==> config.mk <==
export PLATFORM = sky130hd
export DESIGN_NAME = clk_div_n_flat
export DESIGN_NICKNAME = d
export VERILOG_FILES = /design/src/rtl/clk_div_pkg.sv /design/src/rtl/clk_div_n_if.sv /design/src/rtl/clk_div_neg_ext.sv /design/src/rtl/clk_div_n.sv /design/src/flat_wrapper.sv
export SDC_FILE = /design/constraint.sdc
export NUM_CORES = 1
export LEC_CHECK = 0
export CAP_MARGIN = 5
export CORE_UTILIZATION = 60
export DETAILED_ROUTE_END_ITERATION = 10
export GPL_TIMING_DRIVEN = 0
export PLACE_DENSITY = 0.82
export SYNTH_ARGS = -nofsm -noshare
export SYNTH_HDL_FRONTEND = slang
export SYNTH_SLANG_ARGS = --single-unit
export TNS_END_PERCENT = 30
==> constraint.sdc <==
create_clock -name fin -period 5.55 [get_ports fin]
set_input_delay 0.555 -clock fin [delete_from_list [all_inputs] [get_ports fin]]
set_output_delay 0.555 -clock fin [all_outputs]
set_load 0.05 [all_outputs]
==> src/rtl/clk_div_pkg.sv <==
// ============================================================================
// Module   : clk_div_pkg
// Purpose  : Shared constants and the divisor clamp helper for clk_div_n.
// Revision : 1.0 - initial release
// ============================================================================
`default_nettype none

package clk_div_pkg;

  localparam int DIV_MIN = 2;

  // Divisors of 0 or 1 cannot form a period with a high and a low phase.
  function automatic logic [31:0] div_clamp(input logic [31:0] value);
    return (value < 32'(DIV_MIN)) ? 32'(DIV_MIN) : value;
  endfunction

endpackage

`default_nettype wire

==> src/rtl/clk_div_n_if.sv <==
// ============================================================================
// Module   : clk_div_n_if
// Purpose  : Control/status bundle of the programmable clock divider.
// Revision : 1.0 - initial release
// ============================================================================
`default_nettype none

interface clk_div_n_if #(
  parameter int CNT_W = 8
);
  logic             en;
  logic             load;
  logic [CNT_W-1:0] div;
  logic             fout;
  logic             tick;
  logic             busy;

  modport master (
    output en, load, div,
    input  fout, tick, busy
  );

  modport slave (
    input  en, load, div,
    output fout, tick, busy
  );
endinterface

`default_nettype wire

==> src/rtl/clk_div_neg_ext.sv <==
// ============================================================================
// Module   : clk_div_neg_ext
// Purpose  : Negedge half-cycle extender that stretches the high phase of an
//            odd divisor by half an input period (50% duty).
// Revision : 1.0 - initial release
// ============================================================================
`default_nettype none

module clk_div_neg_ext (
  input  wire logic fin,
  input  wire logic rst,
  input  wire logic pos,
  input  wire logic odd,
  output logic      neg
);

  logic neg_d;
  logic neg_q;

  always_comb begin
    neg_d = pos & odd;
  end

  always_ff @(negedge fin or negedge rst) begin
    if (!rst) begin
      neg_q <= 1'b0;
    end else begin
      neg_q <= neg_d;
    end
  end

  assign neg = neg_q;

endmodule

`default_nettype wire

==> src/rtl/clk_div_n.sv <==
// ============================================================================
// Module   : clk_div_n
// Purpose  : Programmable integer clock divider with glitch-free divisor
//            changes at period boundaries. Optional 50% duty for odd
//            divisors via macro CLK_DIV_ODD_DUTY50_EN.
// Revision : 1.0 - initial release
// ============================================================================
`default_nettype none

module clk_div_n
  import clk_div_pkg::*;
#(
  parameter int CNT_W   = 8,
  parameter int DIV_RST = 4
) (
  input  wire logic  fin,
  input  wire logic  rst,
  clk_div_n_if.slave bus
);

  logic [CNT_W-1:0] cnt_q, cnt_d;
  logic [CNT_W-1:0] cur_q, cur_d;
  logic [CNT_W-1:0] pend_q, pend_d;
  logic             pend_valid_q, pend_valid_d;
  logic             run_q, run_d;
  logic             pos_q, pos_d;
  logic             tick_q, tick_d;

  logic [CNT_W-1:0] div_clamped;
  logic             wrap;
  logic             apply;

  always_comb begin
    div_clamped  = CNT_W'(div_clamp(32'(bus.div)));
    wrap         = run_q && (cnt_q == (cur_q - CNT_W'(1)));
    // Divisor may change on a wrap, on the first enabled edge, or while idle.
    apply        = !bus.en || !run_q || wrap;

    cnt_d        = cnt_q;
    cur_d        = cur_q;
    pend_d       = pend_q;
    pend_valid_d = pend_valid_q;
    run_d        = run_q;
    pos_d        = pos_q;
    tick_d       = tick_q;

    if (apply) begin
      if (bus.load) begin
        cur_d = div_clamped;
      end else if (pend_valid_q) begin
        cur_d = pend_q;
      end
      pend_valid_d = 1'b0;
    end else if (bus.load) begin
      pend_d       = div_clamped;
      pend_valid_d = 1'b1;
    end

    if (bus.en) begin
      run_d  = 1'b1;
      cnt_d  = (run_q && !wrap) ? (cnt_q + CNT_W'(1)) : '0;
      tick_d = (cnt_d == '0);
      pos_d  = (cnt_d < (cur_d >> 1));
    end else begin
      run_d  = 1'b0;
      cnt_d  = '0;
      tick_d = 1'b0;
      pos_d  = 1'b0;
    end
  end

  always_ff @(posedge fin or negedge rst) begin
    if (!rst) begin
      cnt_q        <= '0;
      cur_q        <= CNT_W'(DIV_RST);
      pend_q       <= CNT_W'(DIV_RST);
      pend_valid_q <= 1'b0;
      run_q        <= 1'b0;
      pos_q        <= 1'b0;
      tick_q       <= 1'b0;
    end else begin
      cnt_q        <= cnt_d;
      cur_q        <= cur_d;
      pend_q       <= pend_d;
      pend_valid_q <= pend_valid_d;
      run_q        <= run_d;
      pos_q        <= pos_d;
      tick_q       <= tick_d;
    end
  end

`ifdef CLK_DIV_ODD_DUTY50_EN
  logic neg;

  clk_div_neg_ext u_neg_ext (
    .fin (fin),
    .rst (rst),
    .pos (pos_q),
    .odd (cur_q[0]),
    .neg (neg)
  );

  assign bus.fout = pos_q | neg;
`else
  assign bus.fout = pos_q;
`endif

  assign bus.tick = tick_q;
  assign bus.busy = pend_valid_q;

endmodule

`default_nettype wire

==> src/flat_wrapper.sv <==
// flat-port wrapper written by rule: the top's interface ports become plain ports
module clk_div_n_flat import clk_div_pkg::*;
#(
  parameter int CNT_W   = 8,
  parameter int DIV_RST = 4
)
  (fin, rst, bus_en, bus_load, bus_div, bus_fout, bus_tick, bus_busy);
  clk_div_n_if #(.CNT_W(CNT_W)) bus_i ();
  input  wire logic fin;
  input  wire logic rst;
  input wire logic [$bits(bus_i.en)-1:0] bus_en;
  input wire logic [$bits(bus_i.load)-1:0] bus_load;
  input wire logic [$bits(bus_i.div)-1:0] bus_div;
  output wire logic [$bits(bus_i.fout)-1:0] bus_fout;
  output wire logic [$bits(bus_i.tick)-1:0] bus_tick;
  output wire logic [$bits(bus_i.busy)-1:0] bus_busy;
  assign bus_i.en = bus_en;
  assign bus_i.load = bus_load;
  assign bus_i.div = bus_div;
  assign bus_fout = bus_i.fout;
  assign bus_tick = bus_i.tick;
  assign bus_busy = bus_i.busy;
  clk_div_n #(.CNT_W(CNT_W), .DIV_RST(DIV_RST)) u_core (.fin(fin), .rst(rst), .bus(bus_i));
endmodule
# Word level (Yosys, flattened, before mapping)

Cells that the tools add are included.

Register bits: 28
Latch bits: 0
Bits in writable memories: 0
Bits in read-only memories: 0
Input port bits: 12
Output and inout bits: 3
Word-level logic and storage cells: 37
Memories: 0

Add/sub/neg operators: 2
$mul: 0
Div/mod/pow operators: 0
Order comparisons: 2
Eq/ne operators: 1
Shift operators: 0
Mux-type cells: 11
Bitwise logic cells: 1
Reduce and logical (&&, ||, !) cells: 12

Operators with widths:

| cell                                                                 | count |
|---|---|
| 8-bit two-way mux                                                    | 6 |
| 8-bit by 1-bit adder with 8-bit output, second input constant        | 1 |
| 8-bit equality test                                                  | 1 |
| 8-bit logical NOT                                                    | 1 |
| 8-bit by 2-bit < comparator with 1-bit output, second input constant | 1 |
| 8-bit by 7-bit < comparator with 1-bit output                        | 1 |
| 8-bit by 1-bit subtractor with 8-bit output, second input constant   | 1 |
| 1-bit two-way mux                                                    | 5 |
| 2-bit AND reduction                                                  | 2 |
| 2-bit nonzero test                                                   | 2 |
| 1-bit logical NOT                                                    | 3 |
| 1-bit logical AND                                                    | 2 |
| 1-bit logical OR                                                     | 2 |
| 1-bit inverter                                                       | 1 |

# Longest topological paths before layout

Word-level depth: 8
Depth in mapped cells: 15
Gate-level depth less buffers: 14

# Worst setup path before layout

OpenSTA, ideal clock, no wires.

Kind: register to register
Start: register u_core.cur_q[1]
End: register u_core.pos_q, in the netlist u_core.bus.fout
Setup time: 0.086 ns
Arrival time: 3.697 ns
Required time: 5.464 ns
Path slack: 1.767 ns
Cell stages (with the launch flop): 14
Path buffers: 1
Period minus slack after synthesis: 3.783 ns
Cell sequence: dfrtp_1 -> or4_4 -> a2111oi_2 -> nor3_1 -> o41ai_4 -> o22ai_2 -> buf_2 -> a21oi_1 -> ha_1 -> a21o_1 -> a21oi_1 -> nor2_1 -> or4_1 -> nor3_1

Word-level cells in the longest chain between the ends: 8
Elaborated cells on any way between the ends: 12
Those cells by class: add/sub: 1; order compare: 1; eq/ne: 1; mux: 5; reduce/logical: 4

RTL lines:

| what                                              | line            | source |
|---|---|---|
| start: declaration                                | clk_div_n.sv:22 | `logic [CNT_W-1:0] cur_q, cur_d;` |
| start signal: assignment                          | clk_div_n.sv:75 | `cur_q <= CNT_W'(DIV_RST);` |
| start signal: assignment                          | clk_div_n.sv:83 | `cur_q <= cur_d;` |
| 8-bit by 1-bit subtractor with 8-bit output       | clk_div_n.sv:35 | `wrap = run_q && (cnt_q == (cur_q - CNT_W'(1)));` |
| 8-bit equality test                               | clk_div_n.sv:35 |  |
| 1-bit logical AND                                 | clk_div_n.sv:35 |  |
| 1-bit logical NOT                                 | clk_div_n.sv:61 | `cnt_d = (run_q && !wrap) ? (cnt_q + CNT_W'(1)) : '0;` |
| 1-bit logical AND                                 | clk_div_n.sv:61 |  |
| 8-bit two-way mux                                 | clk_div_n.sv:61 |  |
| 8-bit by 7-bit < comparator with 1-bit output (*) | clk_div_n.sv:63 | `pos_d = (cnt_d < (cur_d >> 1));` |
| 1-bit two-way mux (*)                             | clk_div_n.sv:59 | `if (bus.en) begin` |
| named net u_core.pos_d                            | clk_div_n.sv:26 | `logic pos_q, pos_d;` |
| end signal: assignment                            | clk_div_n.sv:87 | `pos_q <= pos_d;` |
| end: declaration                                  | clk_div_n.sv:26 |  |

Mark *: on every way through the listed nets, which the timed path passes. The rest lies on a longest branch. The select of a mux whose other input is x is not followed.
A chain may end at the register's enable or synchronous reset.

# Final worst setup path

Ends and elaborated chain as after synthesis.

==> metrics.md <==
| Metric | Value |
|---|---|
| Status | `completed` |
| Die area | `approximately 3200 um2` |
| Rows | `19` |
| Comb power frac | `0.249` |
| Routed via count | `roughly 1500` |
| Clock Latency Late Sink | `around 0.33 ns` |
| Clock transition at the registers of the reported paths | `0.15 ns` |
| Drt total wl | `around 4000 um` |
| Nets@finish | `225` |
| Slew margin rel. | `0.563` |
| Fin Clk Skew | `0.00384 ns` |
| Net Switching | `between 150 and 200 uW` |
| Min Hold Slack | `about 0.21 ns` |
| IO Count | `15` |
| Int Power | `360 uW` |
| Tcrit/Tclk final | `0.789` |
| Hold_buf cts | `0` |
| Die Wd | `around 57 um` |
| Initial core utilization | `0.644` |
| Max clock buf depth | `2` |
| Reg2reg end | `u_core.bus.fout` |
| Post-synth EDFFs | `0` |
| Resize count post-CTS | `0` |
| Fin crit period | `around 4.4 ns` |
| Total CTS buffers | `3` |
| Post-route insts no fill | `approximately 240` |
| Sw frac | `0.297` |
| Dpl cells | `231` |
| Share of total power in the clock network | `0.262` |
| Worst-margin pin slew | `around 0.65 ns` |
| Routed length per instance | `17.2 um` |
| Setup crit end kind | `register` |
| Post-synth net total | `roughly 210` |
| Synthesized instance count | `between 150 and 200` |
| DRC violations left | `0` |
| Hpwl dp | `approximately 3000 um` |
| Initial DRC Count | `about 110` |
| Power per cell area | `around 250 nW/um2` |
| Final-report hold violation count | `0` |
| Clk sinks | `28` |
| Vias in the first global route | `roughly 1600` |
| Pre-Repair DR Iteration Count | `4` |
| Antenna Cells | `0` |
| P_leak | `0.909 nW` |
| Post-CTS setup buffer count | `0` |
| RSZ-0062 raised after global routing | `false` |
| Max_cap viols | `0` |
| Setup crit start | `u_core.cur_q[1]` |
| Drt via density | `6.34` |
| Tot Pwr | `just over 500 uW` |
| Worst r2r src | `u_core.cur_q[1]` |
| Gr usage total | `0.281` |
| Critical Path Sink | `u_core.bus.fout` |
| Initial antenna violation count | `0` |
| Crit path DAT | `roughly 4.6 ns` |
| R2R depth | `15` |
| Ys Warns | `0` |
| Global route total overflow | `0` |
| CTS tree | `done` |
| Flop pwr share | `0.489` |
| CP Max Fanout | `10` |
| Placement Setup Slack | `1.26 ns` |
| Final setup vio count | `0` |
| Async set-reset flop share out of synthesis | `1.00` |
| Port Buf Inserts | `14` |
| Area grow syn2layout | `12.6%` |
| Synthesized area per cell | `a little under 10 um2` |
| VDD IR max | `0.214 mV` |
| Synth unique cells | `41` |
| Slew Viols, Final | `0` |
| Clk root buf | `clkbuf_4` |
| Largest net degree at the start of global routing | `29` |
| Required time worst endpoint | `5.81 ns` |
| RePlAce Congestion | `0.871` |
| # fillers | `about 220` |
| H-tree levels | `1` |
| Worst Setup Start Kind | `register` |
| Hold Path Class | `in -> async` |
| Seq/Total Area, Yosys | `0.393` |
| Core Box Area | `~2800 um2` |
| Setup TNS | `0 ns` |
| Post-synth design cell area | `around 1800 um2` |
| Fmax | `between 200 and 250 MHz` |
| Die height | `56.6 um` |
| ANT nets after route | `0` |
| Ys flop type | `dfrtp_1` |
| Critical path class | `reg -> reg` |
| #FFs+latches synth | `28` |
| Worst setup margin | `roughly 1.2 ns` |
| Layout cell share with drive strength beyond 1 | `0.118` |
| Reg2reg setup slack | `1.17 ns` |
| First-pass GRT wire length | `~7000 um` |
[Yosys cell counts (2+ instances only)]
cell type   n  area share
dfrtp_1    26        0.36
nor2_1     18       0.038
a21oi_1    13       0.036
nor3_1     12       0.034
clkbuf_1   10       0.021
a21o_1      8       0.034
ha_1        8       0.056
mux2_2      8       0.050
xor2_1      8       0.039
nand3_1     7       0.020
xnor2_1     7       0.034
a22oi_1     6       0.025
inv_1       6       0.013
and3_1      5       0.017
nand2b_1    5       0.017
and2_1      3       0.010
nand2_1     3      0.0063
nor4_1      3       0.010
o21a_1      3       0.013
a31oi_1     2      0.0070
dfstp_2     2       0.029
nor2b_1     2      0.0070
o2bb2ai_1   2      0.0098
or3b_2      2      0.0098
[stage by stage]
step | utilization | cell area (um2)
after floorplan | - | 1790
final | 0.725 | 2020
after global routing | 0.725 | 2020
after global placement | 0.708 | 1970
after detailed placement | 0.708 | 1970
after CTS | 0.727 | 2020
[placed cells by master (no fill, tap or decap), drive strengths merged, types with 5 or more instances in the layout]
cell,Yosys,layout
clkbuf,10,13
clkdlybuf4s50,0,13
mux2,8,8
a22oi,6,6
nor2,18,18
a21oi,13,13
nand2b,5,5
nand3,7,7
inv,6,6
xnor2,7,7
nor3,13,13
a21o,8,8
xor2,8,8
ha,8,8
and3,5,5
dfrtp,26,26
[routing by layer]
metal  track usage  part of all wire  wire length (um)  vias up
li1              -                 -                 -      709
met1         0.380              0.45              1810      732
met2         0.467              0.49              1990       46
met3        0.0415             0.048               192        4
met4        0.0871             0.010                42        0
met5             0                 0                 0        -
[cells by family (layout without fill, tap and decap cells)]
logic type,Yosys count,after routing,share of synthesized area
buf+inv,17,35,0.0363
flops,28,28,0.393
fa+ha+maj,8,8,0.0559
mux,9,9,0.0559
xor+xnor,15,15,0.0734
simple gates,66,66,0.201
compound gates,43,43,0.185
[critical path, stage by stage, from the launching register on]
cell	delay (ns)
dfrtp_1	0.49
inv_1	0.12
ha_1	0.19
or3b_2	0.47
nor3_1	0.20
xnor2_1	0.16
o41ai_4	0.64
o22ai_2	0.26
buf_2	0.25
a21oi_1	0.18
ha_1	0.27
a21o_1	0.19
a21oi_1	0.15
nor2_1	0.05
or4_1	0.50
nor3_1	0.20
[power groups by stage]
stage          clock [mW]  combinational, mW  sequential (mW)
6_report            0.134              0.127            0.250
5_1_grt             0.144              0.139            0.254
4_1_cts             0.136              0.128            0.250
3_5_place_dp            0              0.127            0.254
3_3_place_gp            0              0.122            0.252
2_1_floorplan           0             0.0863            0.253
[layout make-up]
class | count | area (um2) | share of cell area
Inverter | 6 | 22.5 | 0.0112
Clock inverter | 1 | 30.0 | 0.0149
Timing Repair Buffer | 14 | 135 | 0.0670
Buffer | 11 | 42.5 | 0.0211
Clock buffer | 3 | 22.5 | 0.0112
Tap cell | 31 | 38.8 | 0.0192
Multi-Input combinational cell | 141 | 1020 | 0.507
Sequential cell | 28 | 703 | 0.349
[state kept, by name (all words and copies together), names as in the netlist]
register	count
u_core.cnt_q	8
u_core.cur_q	8
u_core.pend_q	8
u_core.bus.busy	1
u_core.bus.fout	1
u_core.bus.tick	1
u_core.run_q	1
[worst min-delay path by stage]
stage	from	endpoint	slack (ns)	cells past startpoint
finish	rst	u_core.bus.tick	0.21	1
detailed placement	u_core.pend_q[0]	u_core.pend_q[0]	0.50	1
global placement	u_core.pend_q[3]	u_core.pend_q[3]	0.49	1
floorplan	rst	u_core.bus.busy	0.26	0
global route	rst	u_core.pend_q[3]	0.25	1
CTS	u_core.pend_q[0]	u_core.pend_q[0]	0.53	1
No activity file was read; power rests on OpenSTA's default activity.
